## src/rtl/riscv_pkg.sv

```systemverilog
// Shared RISC-V core definitions: branch funct3 encodings, branch-resolve
// FSM states and the default datapath width.
package riscv_pkg;

  localparam int XLEN_DEFAULT = 32;

  localparam logic [2:0] F3_BEQ  = 3'b000;
  localparam logic [2:0] F3_BNE  = 3'b001;
  localparam logic [2:0] F3_BLT  = 3'b100;
  localparam logic [2:0] F3_BGE  = 3'b101;
  localparam logic [2:0] F3_BLTU = 3'b110;
  localparam logic [2:0] F3_BGEU = 3'b111;

  typedef enum logic [1:0] {
    BR_IDLE,
    BR_REDIRECT,
    BR_FLUSH
  } br_state_e;

endpackage

```

## src/rtl/branch_cond.sv

```systemverilog
// Combinational branch condition decode: comparator signed/unsigned select,
// taken decision and illegal-funct3 flag. Jumps are always taken.
module branch_cond
  import riscv_pkg::*;
(
  input  logic       valid,
  input  logic [2:0] funct3,
  input  logic       is_jal,
  input  logic       is_jalr,
  input  logic       br_lt,
  input  logic       br_eq,
  output logic       br_un,
  output logic       taken,
  output logic       illegal
);

  always_comb begin
    br_un   = valid & ~is_jal & ~is_jalr & funct3[1];
    taken   = 1'b0;
    illegal = 1'b0;
    if (is_jal || is_jalr) begin
      taken = 1'b1;
    end else begin
      case (funct3)
        F3_BEQ:           taken = br_eq;
        F3_BNE:           taken = ~br_eq;
        F3_BLT, F3_BLTU:  taken = br_lt;
        F3_BGE, F3_BGEU:  taken = ~br_lt;
        default:          illegal = 1'b1;
      endcase
    end
  end

endmodule

```

## src/rtl/branch_resolve.sv

```systemverilog
// EX-stage branch resolution: decodes the branch outcome, issues a registered
// PC redirect over valid/ready, then holds flush for FLUSH_CYCLES cycles.
module branch_resolve
  import riscv_pkg::*;
#(
  parameter int XLEN         = XLEN_DEFAULT,
  parameter int FLUSH_CYCLES = 2,
  parameter int CNT_W        = 16
) (
  input  logic             clk,
  input  logic             rst_n,
  input  logic             br_valid,
  output logic             br_ready,
  input  logic [2:0]       br_funct3,
  input  logic             br_is_jal,
  input  logic             br_is_jalr,
  input  logic [XLEN-1:0]  br_target,
  output logic             BrUn,
  input  logic             BrLT,
  input  logic             BrEq,
  output logic             redir_valid,
  output logic [XLEN-1:0]  redir_pc,
  input  logic             redir_ready,
  output logic             flush,
  output logic             illegal,
  output logic [CNT_W-1:0] br_cnt,
  output logic [CNT_W-1:0] taken_cnt
);

  localparam int FC_W = (FLUSH_CYCLES > 0) ? $clog2(FLUSH_CYCLES + 1) : 1;

  br_state_e         state_q, state_d;
  logic [FC_W-1:0]   cnt_q, cnt_d;
  logic              redir_valid_q, redir_valid_d;
  logic [XLEN-1:0]   redir_pc_q, redir_pc_d;
  logic              flush_q, flush_d;
  logic              illegal_q, illegal_d;
  logic [CNT_W-1:0]  br_cnt_q, br_cnt_d;
  logic [CNT_W-1:0]  taken_cnt_q, taken_cnt_d;

  logic dec_taken;
  logic dec_illegal;
  logic accept;

  branch_cond u_cond (
    .valid   (br_valid),
    .funct3  (br_funct3),
    .is_jal  (br_is_jal),
    .is_jalr (br_is_jalr),
    .br_lt   (BrLT),
    .br_eq   (BrEq),
    .br_un   (BrUn),
    .taken   (dec_taken),
    .illegal (dec_illegal)
  );

  assign br_ready = (state_q == BR_IDLE);
  assign accept   = br_valid & br_ready;

  always_comb begin
    state_d       = state_q;
    cnt_d         = cnt_q;
    redir_valid_d = redir_valid_q;
    redir_pc_d    = redir_pc_q;
    flush_d       = flush_q;
    illegal_d     = accept & dec_illegal;
    br_cnt_d      = accept ? br_cnt_q + 1'b1 : br_cnt_q;
    taken_cnt_d   = (accept && dec_taken) ? taken_cnt_q + 1'b1 : taken_cnt_q;

    case (state_q)
      BR_IDLE: begin
        if (accept && dec_taken) begin
          state_d       = BR_REDIRECT;
          redir_valid_d = 1'b1;
          flush_d       = 1'b1;
          // JALR targets have bit 0 forced to zero; JALR wins over JAL.
          redir_pc_d    = br_is_jalr ? (br_target & ~XLEN'(1)) : br_target;
        end
      end
      BR_REDIRECT: begin
        if (redir_ready) begin
          redir_valid_d = 1'b0;
          if (FLUSH_CYCLES == 0) begin
            state_d = BR_IDLE;
            flush_d = 1'b0;
          end else begin
            state_d = BR_FLUSH;
            cnt_d   = FC_W'(FLUSH_CYCLES);
          end
        end
      end
      BR_FLUSH: begin
        cnt_d = cnt_q - 1'b1;
        if (cnt_q == FC_W'(1)) begin
          state_d = BR_IDLE;
          flush_d = 1'b0;
        end
      end
      default: begin
        state_d       = BR_IDLE;
        redir_valid_d = 1'b0;
        flush_d       = 1'b0;
      end
    endcase
  end

  always_ff @(posedge clk or negedge rst_n) begin
    if (!rst_n) begin
      state_q       <= BR_IDLE;
      cnt_q         <= '0;
      redir_valid_q <= 1'b0;
      redir_pc_q    <= '0;
      flush_q       <= 1'b0;
      illegal_q     <= 1'b0;
      br_cnt_q      <= '0;
      taken_cnt_q   <= '0;
    end else begin
      state_q       <= state_d;
      cnt_q         <= cnt_d;
      redir_valid_q <= redir_valid_d;
      redir_pc_q    <= redir_pc_d;
      flush_q       <= flush_d;
      illegal_q     <= illegal_d;
      br_cnt_q      <= br_cnt_d;
      taken_cnt_q   <= taken_cnt_d;
    end
  end

  assign redir_valid = redir_valid_q;
  assign redir_pc    = redir_pc_q;
  assign flush       = flush_q;
  assign illegal     = illegal_q;
  assign br_cnt      = br_cnt_q;
  assign taken_cnt   = taken_cnt_q;

endmodule

```

## config.mk

```make
export PLATFORM = sky130hd
export DESIGN_NAME = branch_resolve
export DESIGN_NICKNAME = d
export VERILOG_FILES = /design/src/rtl/riscv_pkg.sv /design/src/rtl/branch_cond.sv /design/src/rtl/branch_resolve.sv
export SDC_FILE = /design/constraint.sdc
export NUM_CORES = 1
export LEC_CHECK = 0
export BUFFER_PORTS_ARGS = -buffer_cell sky130_fd_sc_hd__buf_2
export CORE_MARGIN = 1.5
export CORE_UTILIZATION = 40
export CTS_CLUSTER_DIAMETER = 200
export DETAILED_ROUTE_END_ITERATION = 16
export PLACE_DENSITY = 0.67
export SETUP_SLACK_MARGIN = 0.2
export SLEW_MARGIN = 20
export SYNTH_ARGS = -nofsm -noshare
export SYNTH_HDL_FRONTEND = slang
export SYNTH_HIERARCHICAL = 1
export SYNTH_SLANG_ARGS = --single-unit
export TNS_END_PERCENT = 30
```

## constraint.sdc

```tcl
create_clock -name clk -period 1.94 [get_ports clk]
set_input_delay 0.582 -clock clk [delete_from_list [all_inputs] [get_ports clk]]
set_output_delay 0.582 -clock clk [all_outputs]
set_load 0.02 [all_outputs]
```

==> report_table.html, run 1 <==
<table>
<tr><th>Metric</th><th>Value</th></tr>
<tr><th colspan="2">GRT</th></tr>
<tr><td>Via count of the first global-routing pass</td><td>2,142</td></tr>
<tr><td>Remaining global-route overflow</td><td>0</td></tr>
<tr><td>Global-route wire length before repair</td><td>between 10 and 15 mm</td></tr>
<tr><td>Initial antenna violation count</td><td>0</td></tr>
<tr><td>Largest net degree at the start of global routing</td><td>72</td></tr>
<tr><td>GR Util All Layers</td><td>0.160</td></tr>
<tr><th colspan="2">CTS</th></tr>
<tr><td>Clock tree from TritonCTS</td><td>built</td></tr>
<tr><td># H-tree levels</td><td>3</td></tr>
<tr><td>Clock slew at the register clock pins of the worst setup and hold paths</td><td>80 ps</td></tr>
<tr><td>Root buffer selected by CTS</td><td>sky130_fd_sc_hd__clkbuf_8</td></tr>
<tr><td>Hold-fix buffer count after cts</td><td>0</td></tr>
<tr><td>Total CTS buffers</td><td>9</td></tr>
<tr><td>Clock insertion delay at the later pin of the skew report</td><td>330 ps</td></tr>
<tr><td>Buffer levels on the longest clock path</td><td>2</td></tr>
<tr><td>Clock sink count</td><td>71</td></tr>
<tr><th colspan="2">Synth</th></tr>
<tr><td>Mapped Cells</td><td>~230</td></tr>
<tr><td>Async set-reset flop share out of synthesis</td><td>1.00</td></tr>
<tr><td>Synth top area share</td><td>0.589</td></tr>
<tr><td>Avg Cell Area, Syn</td><td>approximately 13 µm²</td></tr>
<tr><td>Synth top area cells</td><td>sky130_fd_sc_hd__dfrtp_1 59%, sky130_fd_sc_hd__mux2_1 12%, sky130_fd_sc_hd__xnor2_1 5.5%</td></tr>
<tr><td>Area leader, netlist</td><td>sky130_fd_sc_hd__dfrtp_1</td></tr>
<tr><td>Leading cell types by count after synthesis</td><td>71 x sky130_fd_sc_hd__dfrtp_1, 32 x sky130_fd_sc_hd__mux2_1, 19 x sky130_fd_sc_hd__xnor2_1, 16 x sky130_fd_sc_hd__nand2_1</td></tr>
<tr><td>Yosys cell types</td><td>34</td></tr>
<tr><td>Most used DFF post-synth</td><td>sky130_fd_sc_hd__dfrtp_1</td></tr>
<tr><td>Mapped Area</td><td>~3000 µm²</td></tr>
<tr><td>Post-synthesis sequential element count</td><td>71</td></tr>
<tr><td>Mapped Nets</td><td>about 280</td></tr>
<tr><td>Number of warning messages in the yosys log</td><td>6</td></tr>
<tr><td>Leading cell type by number of instances after synthesis</td><td>sky130_fd_sc_hd__dfrtp_1</td></tr>
<tr><td>Sequential-to-total area share from yosys stat</td><td>0.589</td></tr>
<tr><td>Count of flip-flops with a built-in enable after synthesis</td><td>0</td></tr>
<tr><th colspan="2">Pwr</th></tr>
<tr><td>Static Leakage</td><td>2.11 nW</td></tr>
<tr><td>Final total power</td><td>5.77 mW</td></tr>
<tr><td>Pwr dens</td><td>1410 nW/µm²</td></tr>
<tr><td>IR drop worst, VDD</td><td>0.896 mV</td></tr>
<tr><th colspan="2">Setup path</th></tr>
<tr><td>Worst reg2reg setup slack</td><td>approximately 210 ps</td></tr>
<tr><td>Worst-path maximum fanout</td><td>7</td></tr>
<tr><td>Worst setup path class</td><td>in -&gt; reg</td></tr>
<tr><td>Kind of start point of the critical path</td><td>input pin</td></tr>
<tr><td>Launch point of the worst path</td><td>br_funct3[1]</td></tr>
<tr><td>CP arrival</td><td>2040 ps</td></tr>
<tr><td>Count of cells along the worst register-to-register path</td><td>5</td></tr>
<tr><td>Critical R2R Capture</td><td>redir_pc[19]</td></tr>
<tr><td>Worst setup EP type</td><td>register</td></tr>
<tr><td>R2r startpoint</td><td>state_q[1]</td></tr>
<tr><td>Crit path required time</td><td>2140 ps</td></tr>
<tr><th colspan="2">Route</th></tr>
<tr><td>Vias post-DR</td><td>2,215</td></tr>
<tr><td>Total length of routed wires</td><td>approximately 6.4 mm</td></tr>
<tr><td>WL met2</td><td>2.92 mm</td></tr>
<tr><td>Count of routing violations after the opening detailed-route iteration</td><td>32</td></tr>
<tr><td>Remaining antenna violation count</td><td>0</td></tr>
<tr><td>DR WL/cell</td><td>13.8 µm</td></tr>
<tr><td>Routed length on met1</td><td>around 3 mm</td></tr>
<tr><td>DR top layer</td><td>met4</td></tr>
<tr><td>Total length of routed met3 wires</td><td>367 µm</td></tr>
<tr><td>DR DRC count</td><td>0</td></tr>
<tr><td>First drt pass iteration count</td><td>4</td></tr>
<tr><td>DR vias/cell</td><td>roughly 4.8</td></tr>
<tr><th colspan="2">Timing</th></tr>
<tr><td>Setup TNS</td><td>0 ps</td></tr>
<tr><td>Transition time at the pin with the least slew margin</td><td>375 ps</td></tr>
<tr><td>Final worst setup slack</td><td>101 ps</td></tr>
<tr><td>Worst slew slack as a fraction of its limit</td><td>0.750</td></tr>
<tr><td>Maximum clock frequency</td><td>544 MHz</td></tr>
<tr><td>Setup violation total in the final timing report</td><td>0</td></tr>
<tr><td>Fin crit period</td><td>between 1500 and 2000 ps</td></tr>
<tr><td>Hold Violations, Final</td><td>0</td></tr>
<tr><td>Worst setup skew after layout</td><td>12.0 ps</td></tr>
<tr><td>Total count of max-transition violations in the final report</td><td>0</td></tr>
<tr><td>Unrepaired setup endpoints after global routing</td><td>true</td></tr>
<tr><td>Part of the cycle the worst path needs</td><td>0.948</td></tr>
<tr><th colspan="2">Final layout</th></tr>
<tr><td>Synthesis-to-finish area growth</td><td>36.1%</td></tr>
<tr><td>Number of diodes</td><td>0</td></tr>
<tr><td>Number of nets at the end of the flow</td><td>407</td></tr>
<tr><td>Core Util, Final</td><td>0.563</td></tr>
<tr><td>Filler instances</td><td>663</td></tr>
<tr><td>Share of post-route cells with drive strength above 1</td><td>0.463</td></tr>
<tr><th colspan="2">Floorplan</th></tr>
<tr><td>Initial core utilization</td><td>0.414</td></tr>
<tr><td>Die Footprint</td><td>8070 µm²</td></tr>
<tr><td>DIE HEIGHT</td><td>around 90 µm</td></tr>
<tr><td>Horiz. Die Dim</td><td>89.8 µm</td></tr>
<tr><td>Top-Level Pins</td><td>around 110</td></tr>
<tr><td>Floorplan Core Area</td><td>between 7000 and 8000 µm²</td></tr>
<tr><td>Number of standard-cell rows in the floorplan</td><td>31</td></tr>
<tr><th colspan="2">Min path</th></tr>
<tr><td>Hold/Removal Path Class</td><td>in -&gt; async</td></tr>
<tr><th colspan="2">Flow run</th></tr>
<tr><td>Total of max-cap violations</td><td>0</td></tr>
<tr><th colspan="2">Placed design</th></tr>
<tr><td>Dpl ws</td><td>-277 ps</td></tr>
<tr><td>Half-perimeter wire length after detailed placement</td><td>4.28 mm</td></tr>
<tr><td>Number of buffer cells added on primary ports</td><td>~110</td></tr>
<tr><td>Global placer's final weighted congestion</td><td>0.714</td></tr>
<tr><th colspan="2">Run status</th></tr>
<tr><td>Status</td><td>complete, no violations</td></tr>
</table>
[area by class of cell]
| class | count | area (µm²) | share of cell area |
|---|---|---|---|
| Sequential cell | 71 | 1780 | 0.433 |
| Multi-Input combinational cell | 147 | 1230 | 0.299 |
| Timing Repair Buffer | 126 | 790 | 0.192 |
| Clock buffer | 11 | 141 | 0.0344 |
| Tap cell | 99 | 124 | 0.0302 |
| Clock inverter | 4 | 22.5 | 0.00549 |
| Inverter | 6 | 22.5 | 0.00549 |
[logic make-up (layout without fill, tap and decap cells)]
| family | count (synthesis) | after routing | share of synthesized area |
|---|---|---|---|
| compound gates | 9 | 9 | 0.0162 |
| xor+xnor | 32 | 32 | 0.0929 |
| fa+ha+maj | 3 | 3 | 0.0124 |
| buf+inv | 11 | 147 | 0.0261 |
| flops | 71 | 71 | 0.589 |
| mux | 33 | 33 | 0.123 |
| simple gates | 70 | 70 | 0.140 |
[per-stage QoR]
| step | hold WS, ps | area, µm² | std cells |
|---|---|---|---|
| detailed placement | 461 | 3700 | 439 |
| global placement | 457 | 3700 | 439 |
| finish | 266 | 4110 | 464 |
| floorplan | 286 | 3020 | 229 |
| CTS | 276 | 3990 | 461 |
| global route | 288 | 4110 | 464 |
[timing repair]
item,in CTS,in global routing
gates resized for setup,10,15
endpoints found under the hold margin,0,0
cloned,1,2
setup buffers,6,1
endpoints found under the setup margin,39,46
pin swaps,2,1
[routing by layer]
| layer | vias up | global-route usage |
|---|---|---|
| met5 | - | 0 |
| met4 | 0 | 0.0635 |
| met3 | 5 | 0.0415 |
| met2 | 80 | 0.242 |
| li1 | 1058 | - |
| met1 | 1072 | 0.220 |
[where the power goes]
part	internal, mW	total [mW]	switching (mW)	leakage, nW
registers	1.99	2.34	0.347	0.889
logic	1.11	2.43	1.32	1.14
clock network	0.486	1.00	0.517	0.0850
total	3.59	5.77	2.18	2.11
[flip-flops by register name, indices dropped and copies added (netlist names)]
register and cells:
redir_pc 32, flush 1, state_q 2, taken_cnt 16, illegal 1, br_cnt 16
cnt_q 2, redir_valid 1
[worst max-delay path by stage]
stage / to / slack [ps] / cells after the start
floorplan: redir_pc[10] / 30 / 6
global placement: redir_pc[9] / -220 / 6
detailed placement: redir_pc[26] / -280 / 6
CTS: BrUn / 110 / 5
global route: BrUn / 50 / 5
finish: redir_pc[19] / 100 / 7
[critical path: stages]
cell and delay [ps]:
sky130_fd_sc_hd__buf_6 90, sky130_fd_sc_hd__or2_1 230, sky130_fd_sc_hd__o221ai_2 190, sky130_fd_sc_hd__and4bb_4 360
sky130_fd_sc_hd__buf_12 140, sky130_fd_sc_hd__clkbuf_16 140, sky130_fd_sc_hd__mux2_1 320
[cell usage in the layout (no fill, tap or decap), drive strengths merged, types with 6 or more instances in the layout]
| cell type | Yosys | layout |
|---|---|---|
| xnor2 | 19 | 19 |
| and3 | 9 | 9 |
| dfrtp | 71 | 71 |
| xor2 | 13 | 13 |
| nand3 | 14 | 14 |
| nand2 | 16 | 16 |
| inv | 6 | 6 |
| mux2 | 32 | 32 |
| nand4 | 9 | 9 |
| buf | 5 | 124 |
| clkbuf | 0 | 13 |
| o21ai | 7 | 7 |
| nor2 | 9 | 9 |
Power figures use the tool's default switching activity.
==> run 2: changes to the inputs <==
PLACE_DENSITY = 0.66   (was 0.67)
SYNTH_HIERARCHICAL = unset   (was 1)
==> run 2 against run 1 <==
  * Sequential cell count unchanged
  * Combinational power up 5%
  * Setup slack gained 43 ps
  * Fmax up 2.4%
  * Clock power rose by 54%
  * Critical path type unchanged
  * Largest cell class unchanged
==> report_table.html, run 2 <==
<table>
<tr><th>Metric</th><th>Value</th></tr>
<tr><th colspan="2">Pwr</th></tr>
<tr><td>Combinational Power Share</td><td>0.392 (was 0.421)</td></tr>
<tr><td>Sequential Power Share</td><td>0.372 (was 0.405)</td></tr>
<tr><td>Clk pwr share</td><td>0.236 (was 0.174)</td></tr>
<tr><td>Final total power</td><td>6.52 mW (was 5.77 mW)</td></tr>
<tr><td>Switching power share of the total</td><td>0.355 (was 0.378)</td></tr>
<tr><td>Static Leakage</td><td>2.18 nW (was 2.11 nW)</td></tr>
<tr><td>IR drop worst, VDD</td><td>0.694 mV (was 0.896 mV)</td></tr>
<tr><td>Design internal power</td><td>4.21 mW (was 3.59 mW)</td></tr>
<tr><td>Pwr dens</td><td>1530 nW/µm² (was 1410 nW/µm²)</td></tr>
<tr><td>Switching component of the power</td><td>2.32 mW (was 2.18 mW)</td></tr>
<tr><th colspan="2">Synth</th></tr>
<tr><td>Number of warning messages in the yosys log</td><td>0 (was 6)</td></tr>
<tr><td>Leading cell type by number of instances after synthesis</td><td>sky130_fd_sc_hd__dfrtp_1 (unchanged)</td></tr>
<tr><td>Mapped Nets</td><td>283 (was 275)</td></tr>
<tr><td>Adder-cell area share of the yosys netlist</td><td>0.0117 (was 0.0124)</td></tr>
<tr><td>Leading cell types by count after synthesis</td><td>71 x sky130_fd_sc_hd__dfrtp_1, 26 x sky130_fd_sc_hd__mux2_4, 25 x sky130_fd_sc_hd__xnor2_1, 20 x sky130_fd_sc_hd__nand2_1, 15 x sky130_fd_sc_hd__nand3_1 (was 71 x sky130_fd_sc_hd__dfrtp_1, 32 x sky130_fd_sc_hd__mux2_1, 19 x sky130_fd_sc_hd__xnor2_1, 16 x sky130_fd_sc_hd__nand2_1)</td></tr>
<tr><td>Synth top area cells</td><td>sky130_fd_sc_hd__dfrtp_1 55%, sky130_fd_sc_hd__mux2_4 12%, sky130_fd_sc_hd__xnor2_1 6.8% (was sky130_fd_sc_hd__dfrtp_1 59%, sky130_fd_sc_hd__mux2_1 12%, sky130_fd_sc_hd__xnor2_1 5.5%)</td></tr>
<tr><td>Post-synthesis sequential element count</td><td>71 (unchanged)</td></tr>
<tr><td>Area leader, netlist</td><td>sky130_fd_sc_hd__dfrtp_1 (unchanged)</td></tr>
<tr><td>Most used DFF post-synth</td><td>sky130_fd_sc_hd__dfrtp_1 (unchanged)</td></tr>
<tr><td>Yosys cell types</td><td>34 (unchanged)</td></tr>
<tr><td>Post-synthesis xor/xnor area fraction</td><td>0.0819 (was 0.0929)</td></tr>
<tr><td>Mapped Area</td><td>3210 µm² (was 3020 µm²)</td></tr>
<tr><td>Count of flip-flops with a built-in enable after synthesis</td><td>0 (unchanged)</td></tr>
<tr><td>Mapped Cells</td><td>237 (was 229)</td></tr>
<tr><td>Synth top area share</td><td>0.554 (was 0.589)</td></tr>
<tr><td>Basic-gate share of the synthesized area counting and, or, nand and nor cells</td><td>0.152 (was 0.140)</td></tr>
<tr><td>Dominant combinational cell family by area after synthesis</td><td>multiplexers (was simple AND/OR/NAND/NOR gates)</td></tr>
<tr><td>Post-synthesis compound-gate area fraction</td><td>0.0109 (was 0.0162)</td></tr>
<tr><td>Sequential-to-total area share from yosys stat</td><td>0.554 (was 0.589)</td></tr>
<tr><td>Avg Cell Area, Syn</td><td>13.5 µm² (was 13.2 µm²)</td></tr>
<tr><td>Async set-reset flop share out of synthesis</td><td>1.00 (unchanged)</td></tr>
<tr><td>Multiplexer share of the synthesized area</td><td>0.160 (was 0.123)</td></tr>
<tr><th colspan="2">Timing</th></tr>
<tr><td>Unrepaired setup endpoints after global routing</td><td>true (unchanged)</td></tr>
<tr><td>Worst setup skew after layout</td><td>8.83 ps (was 12.0 ps)</td></tr>
<tr><td>Smallest hold slack</td><td>252 ps (was 266 ps)</td></tr>
<tr><td>Transition time at the pin with the least slew margin</td><td>440 ps (was 375 ps)</td></tr>
<tr><td>Fin crit period</td><td>1800 ps (was 1840 ps)</td></tr>
<tr><td>Total count of max-transition violations in the final report</td><td>0 (unchanged)</td></tr>
<tr><td>Part of the cycle the worst path needs</td><td>0.926 (was 0.948)</td></tr>
<tr><td>Hold Violations, Final</td><td>0 (unchanged)</td></tr>
<tr><td>Maximum clock frequency</td><td>557 MHz (was 544 MHz)</td></tr>
<tr><td>Worst slew slack as a fraction of its limit</td><td>0.704 (was 0.750)</td></tr>
<tr><td>Setup violation total in the final timing report</td><td>0 (unchanged)</td></tr>
<tr><th colspan="2">Route</th></tr>
<tr><td>DR WL/cell</td><td>14.2 µm (was 13.8 µm)</td></tr>
<tr><td>Remaining antenna violation count</td><td>0 (unchanged)</td></tr>
<tr><td>First drt pass iteration count</td><td>4 (unchanged)</td></tr>
<tr><td>DR DRC count</td><td>0 (unchanged)</td></tr>
<tr><td>Total length of routed wires</td><td>6.81 mm (was 6.42 mm)</td></tr>
<tr><td>DR vias/cell</td><td>4.79 (was 4.77)</td></tr>
<tr><td>Vias post-DR</td><td>2,288 (was 2,215)</td></tr>
<tr><td>Count of routing violations after the opening detailed-route iteration</td><td>45 (was 32)</td></tr>
<tr><th colspan="2">GRT</th></tr>
<tr><td>GR Util All Layers</td><td>0.168 (was 0.160)</td></tr>
<tr><td>Remaining global-route overflow</td><td>0 (unchanged)</td></tr>
<tr><td>Global-route wire length before repair</td><td>11.2 mm (was 10.4 mm)</td></tr>
<tr><td>Initial antenna violation count</td><td>0 (unchanged)</td></tr>
<tr><td>Via count of the first global-routing pass</td><td>2,291 (was 2,142)</td></tr>
<tr><td>Largest net degree at the start of global routing</td><td>72 (unchanged)</td></tr>
<tr><th colspan="2">Placed design</th></tr>
<tr><td>Half-perimeter wire length after detailed placement</td><td>4.93 mm (was 4.28 mm)</td></tr>
<tr><td>DP Area</td><td>3970 µm² (was 3700 µm²)</td></tr>
<tr><td>Global placer's final weighted congestion</td><td>0.746 (was 0.714)</td></tr>
<tr><td>Number of buffer cells added on primary ports</td><td>111 (unchanged)</td></tr>
<tr><th colspan="2">Setup path</th></tr>
<tr><td>CP arrival</td><td>2010 ps (was 2040 ps)</td></tr>
<tr><td>Worst setup path class</td><td>in -&gt; reg (unchanged)</td></tr>
<tr><td>Largest stage delay on the critical path</td><td>530 ps (was 360 ps)</td></tr>
<tr><td>Worst setup EP type</td><td>register (unchanged)</td></tr>
<tr><td>Kind of start point of the critical path</td><td>input pin (unchanged)</td></tr>
<tr><td>Worst reg2reg setup slack</td><td>320 ps (was 210 ps)</td></tr>
<tr><td>CP cell instances</td><td>buf_2 &gt; or4b_4 &gt; and2_4 &gt; nand2_8 &gt; buf_12 &gt; mux2_4 (was buf_6 &gt; or2_1 &gt; o221ai_2 &gt; and4bb_4 &gt; buf_12 &gt; clkbuf_16 &gt; mux2_1)</td></tr>
<tr><td>Worst-path maximum fanout</td><td>11 (was 7)</td></tr>
<tr><td>Crit path required time</td><td>2160 ps (was 2140 ps)</td></tr>
<tr><td>Slowest stage cell on the critical path</td><td>sky130_fd_sc_hd__or4b_4 (was sky130_fd_sc_hd__and4bb_4)</td></tr>
<tr><th colspan="2">Final layout</th></tr>
<tr><td>Filler instances</td><td>665 (was 663)</td></tr>
<tr><td>Share of post-route cells with drive strength above 1</td><td>0.508 (was 0.463)</td></tr>
<tr><td>Final design area excluding fillers</td><td>4260 µm² (was 4110 µm²)</td></tr>
<tr><td>Most common library cell in the layout ignoring fill and taps</td><td>sky130_fd_sc_hd__buf_2 (unchanged)</td></tr>
<tr><td>Number of diodes</td><td>0 (unchanged)</td></tr>
<tr><td>Synthesis-to-finish area growth</td><td>33.0% (was 36.1%)</td></tr>
<tr><td>Largest register FFs</td><td>32 (unchanged)</td></tr>
<tr><td>Highest-count cells in the layout ignoring fill and taps</td><td>110 x sky130_fd_sc_hd__buf_2, 70 x sky130_fd_sc_hd__dfrtp_1, 26 x sky130_fd_sc_hd__mux2_4 (was 109 x sky130_fd_sc_hd__buf_2, 69 x sky130_fd_sc_hd__dfrtp_1, 20 x sky130_fd_sc_hd__mux2_1)</td></tr>
<tr><td>Number of nets at the end of the flow</td><td>417 (was 407)</td></tr>
<tr><th colspan="2">CTS</th></tr>
<tr><td>Total CTS buffers</td><td>9 (unchanged)</td></tr>
<tr><td>Clock tree from TritonCTS</td><td>built (unchanged)</td></tr>
<tr><td>Root buffer selected by CTS</td><td>sky130_fd_sc_hd__clkbuf_8 (unchanged)</td></tr>
<tr><td># H-tree levels</td><td>3 (unchanged)</td></tr>
<tr><td>Clock slew at the register clock pins of the worst setup and hold paths</td><td>80 ps (about the same)</td></tr>
<tr><td>Clock insertion delay at the later pin of the skew report</td><td>340 ps (was 330 ps)</td></tr>
<tr><td>Clock sink count</td><td>71 (unchanged)</td></tr>
<tr><td>Buffer levels on the longest clock path</td><td>2 (unchanged)</td></tr>
<tr><th colspan="2">Floorplan</th></tr>
<tr><td>Die Footprint</td><td>8560 µm² (was 8070 µm²)</td></tr>
<tr><td>Initial core utilization</td><td>0.415 (was 0.414)</td></tr>
<tr><td>Top-Level Pins</td><td>112 (unchanged)</td></tr>
<tr><td>Horiz. Die Dim</td><td>92.5 µm (was 89.8 µm)</td></tr>
<tr><td>Number of standard-cell rows in the floorplan</td><td>32 (was 31)</td></tr>
<tr><td>DIE HEIGHT</td><td>92.5 µm (was 89.8 µm)</td></tr>
<tr><td>Floorplan Core Area</td><td>7730 µm² (was 7290 µm²)</td></tr>
<tr><th colspan="2">Min path</th></tr>
<tr><td>Hold/Removal Path Class</td><td>in -&gt; async (unchanged)</td></tr>
<tr><th colspan="2">Run status</th></tr>
<tr><td>Status</td><td>complete, no violations (unchanged)</td></tr>
<tr><th colspan="2">Flow run</th></tr>
<tr><td>Total of max-cap violations</td><td>0 (unchanged)</td></tr>
</table>
==> run 2: cell count changes in the layout (fill, tap and decap cells not counted), moves of 4 or more <==
cell / before / now
sky130_fd_sc_hd__nand2_1: 16 / 20
sky130_fd_sc_hd__mux2_4: 12 / 26
sky130_fd_sc_hd__mux2_1: 20 / 0
sky130_fd_sc_hd__xnor2_1: 19 / 25
sky130_fd_sc_hd__bufinv_16: 0 / 4
sky130_fd_sc_hd__mux2_2: 0 / 7
sky130_fd_sc_hd__buf_4: 7 / 15
sky130_fd_sc_hd__xor2_1: 13 / 5
==> run 2: power groups by stage <==
stage / logic, mW / registers (mW) / clock network [mW]
3_5_place_dp: 2.54 / 2.43 / 0
2_1_floorplan: 1.13 / 2.97 / 0
3_3_place_gp: 2.47 / 2.42 / 0
6_report: 2.56 / 2.42 / 1.54
5_1_grt: 2.73 / 2.50 / 1.64
4_1_cts: 2.58 / 2.42 / 1.57
==> run 2: metal layers <==
layer	vias to the layer above	track usage	wire length, µm
li1	1084	-	-
met1	1126	0.229	3060
met2	68	0.263	3360
met3	10	0.0279	295
met4	0	0.0731	88
met5	-	0	0
==> run 2: layout make-up <==
class	count	area, µm²	area share
sequential	71	1780	0.417
multi-input combinational	156	1350	0.316
timing repair buffer	129	734	0.172
clock inverter	6	133	0.0311
clock buffer	10	128	0.0299
tap	102	128	0.0299
inverter	4	15.0	0.00352
==> run 2: final timing paths <==
path,depth (start not counted),start,endpoint
worst max-delay path,6,br_funct3[2],redir_pc[15]
worst min register to register,1,taken_cnt[15],taken_cnt[15]
max in group asynchronous,2,rst_n,state_q[1]
worst max register to register,4,state_q[1],br_cnt[8]
worst min-delay path,2,rst_n,redir_pc[23]
min in group clk,2,br_target[16],redir_pc[16]
==> run 2: stage by stage <==
| step | TNS [ps] | util | cells | setup WS (ps) |
|---|---|---|---|---|
| after floorplan | -938 | - | 237 | -38.7 |
| after global placement | -5660 | 0.514 | 461 | -188 |
| after detailed placement | -6280 | 0.514 | 461 | -211 |
| after CTS | 0 | 0.551 | 478 | 151 |
| after global routing | 0 | 0.552 | 478 | 126 |
| final | 0 | 0.552 | 478 | 144 |
==> run 2: timing repair <==
| action | CTS | global route |
|---|---|---|
| endpoints found under the setup margin | 30 | 44 |
| hold buffers | 0 | 0 |
| gates resized for setup | 4 | 3 |
| pin swaps | 0 | 2 |
| setup buffers | 1 | 0 |
| cloned | 0 | 0 |
==> run 2: cells by family after synthesis <==
logic type / after synthesis
flip-flops: 71
buffers and inverters: 10
adder cells (fa/ha/maj): 3
XOR/XNOR: 30
multiplexers: 36
AND/OR/NAND/NOR: 80
AO/OA/AOI/OAI: 7
==> run 2: critical path, delay by kind of cell <==
| family | cells | cell delay (ps) |
|---|---|---|
| buffers and inverters | 2 | 270 |
| multiplexers | 1 | 310 |
| AND/OR/NAND/NOR | 3 | 850 |
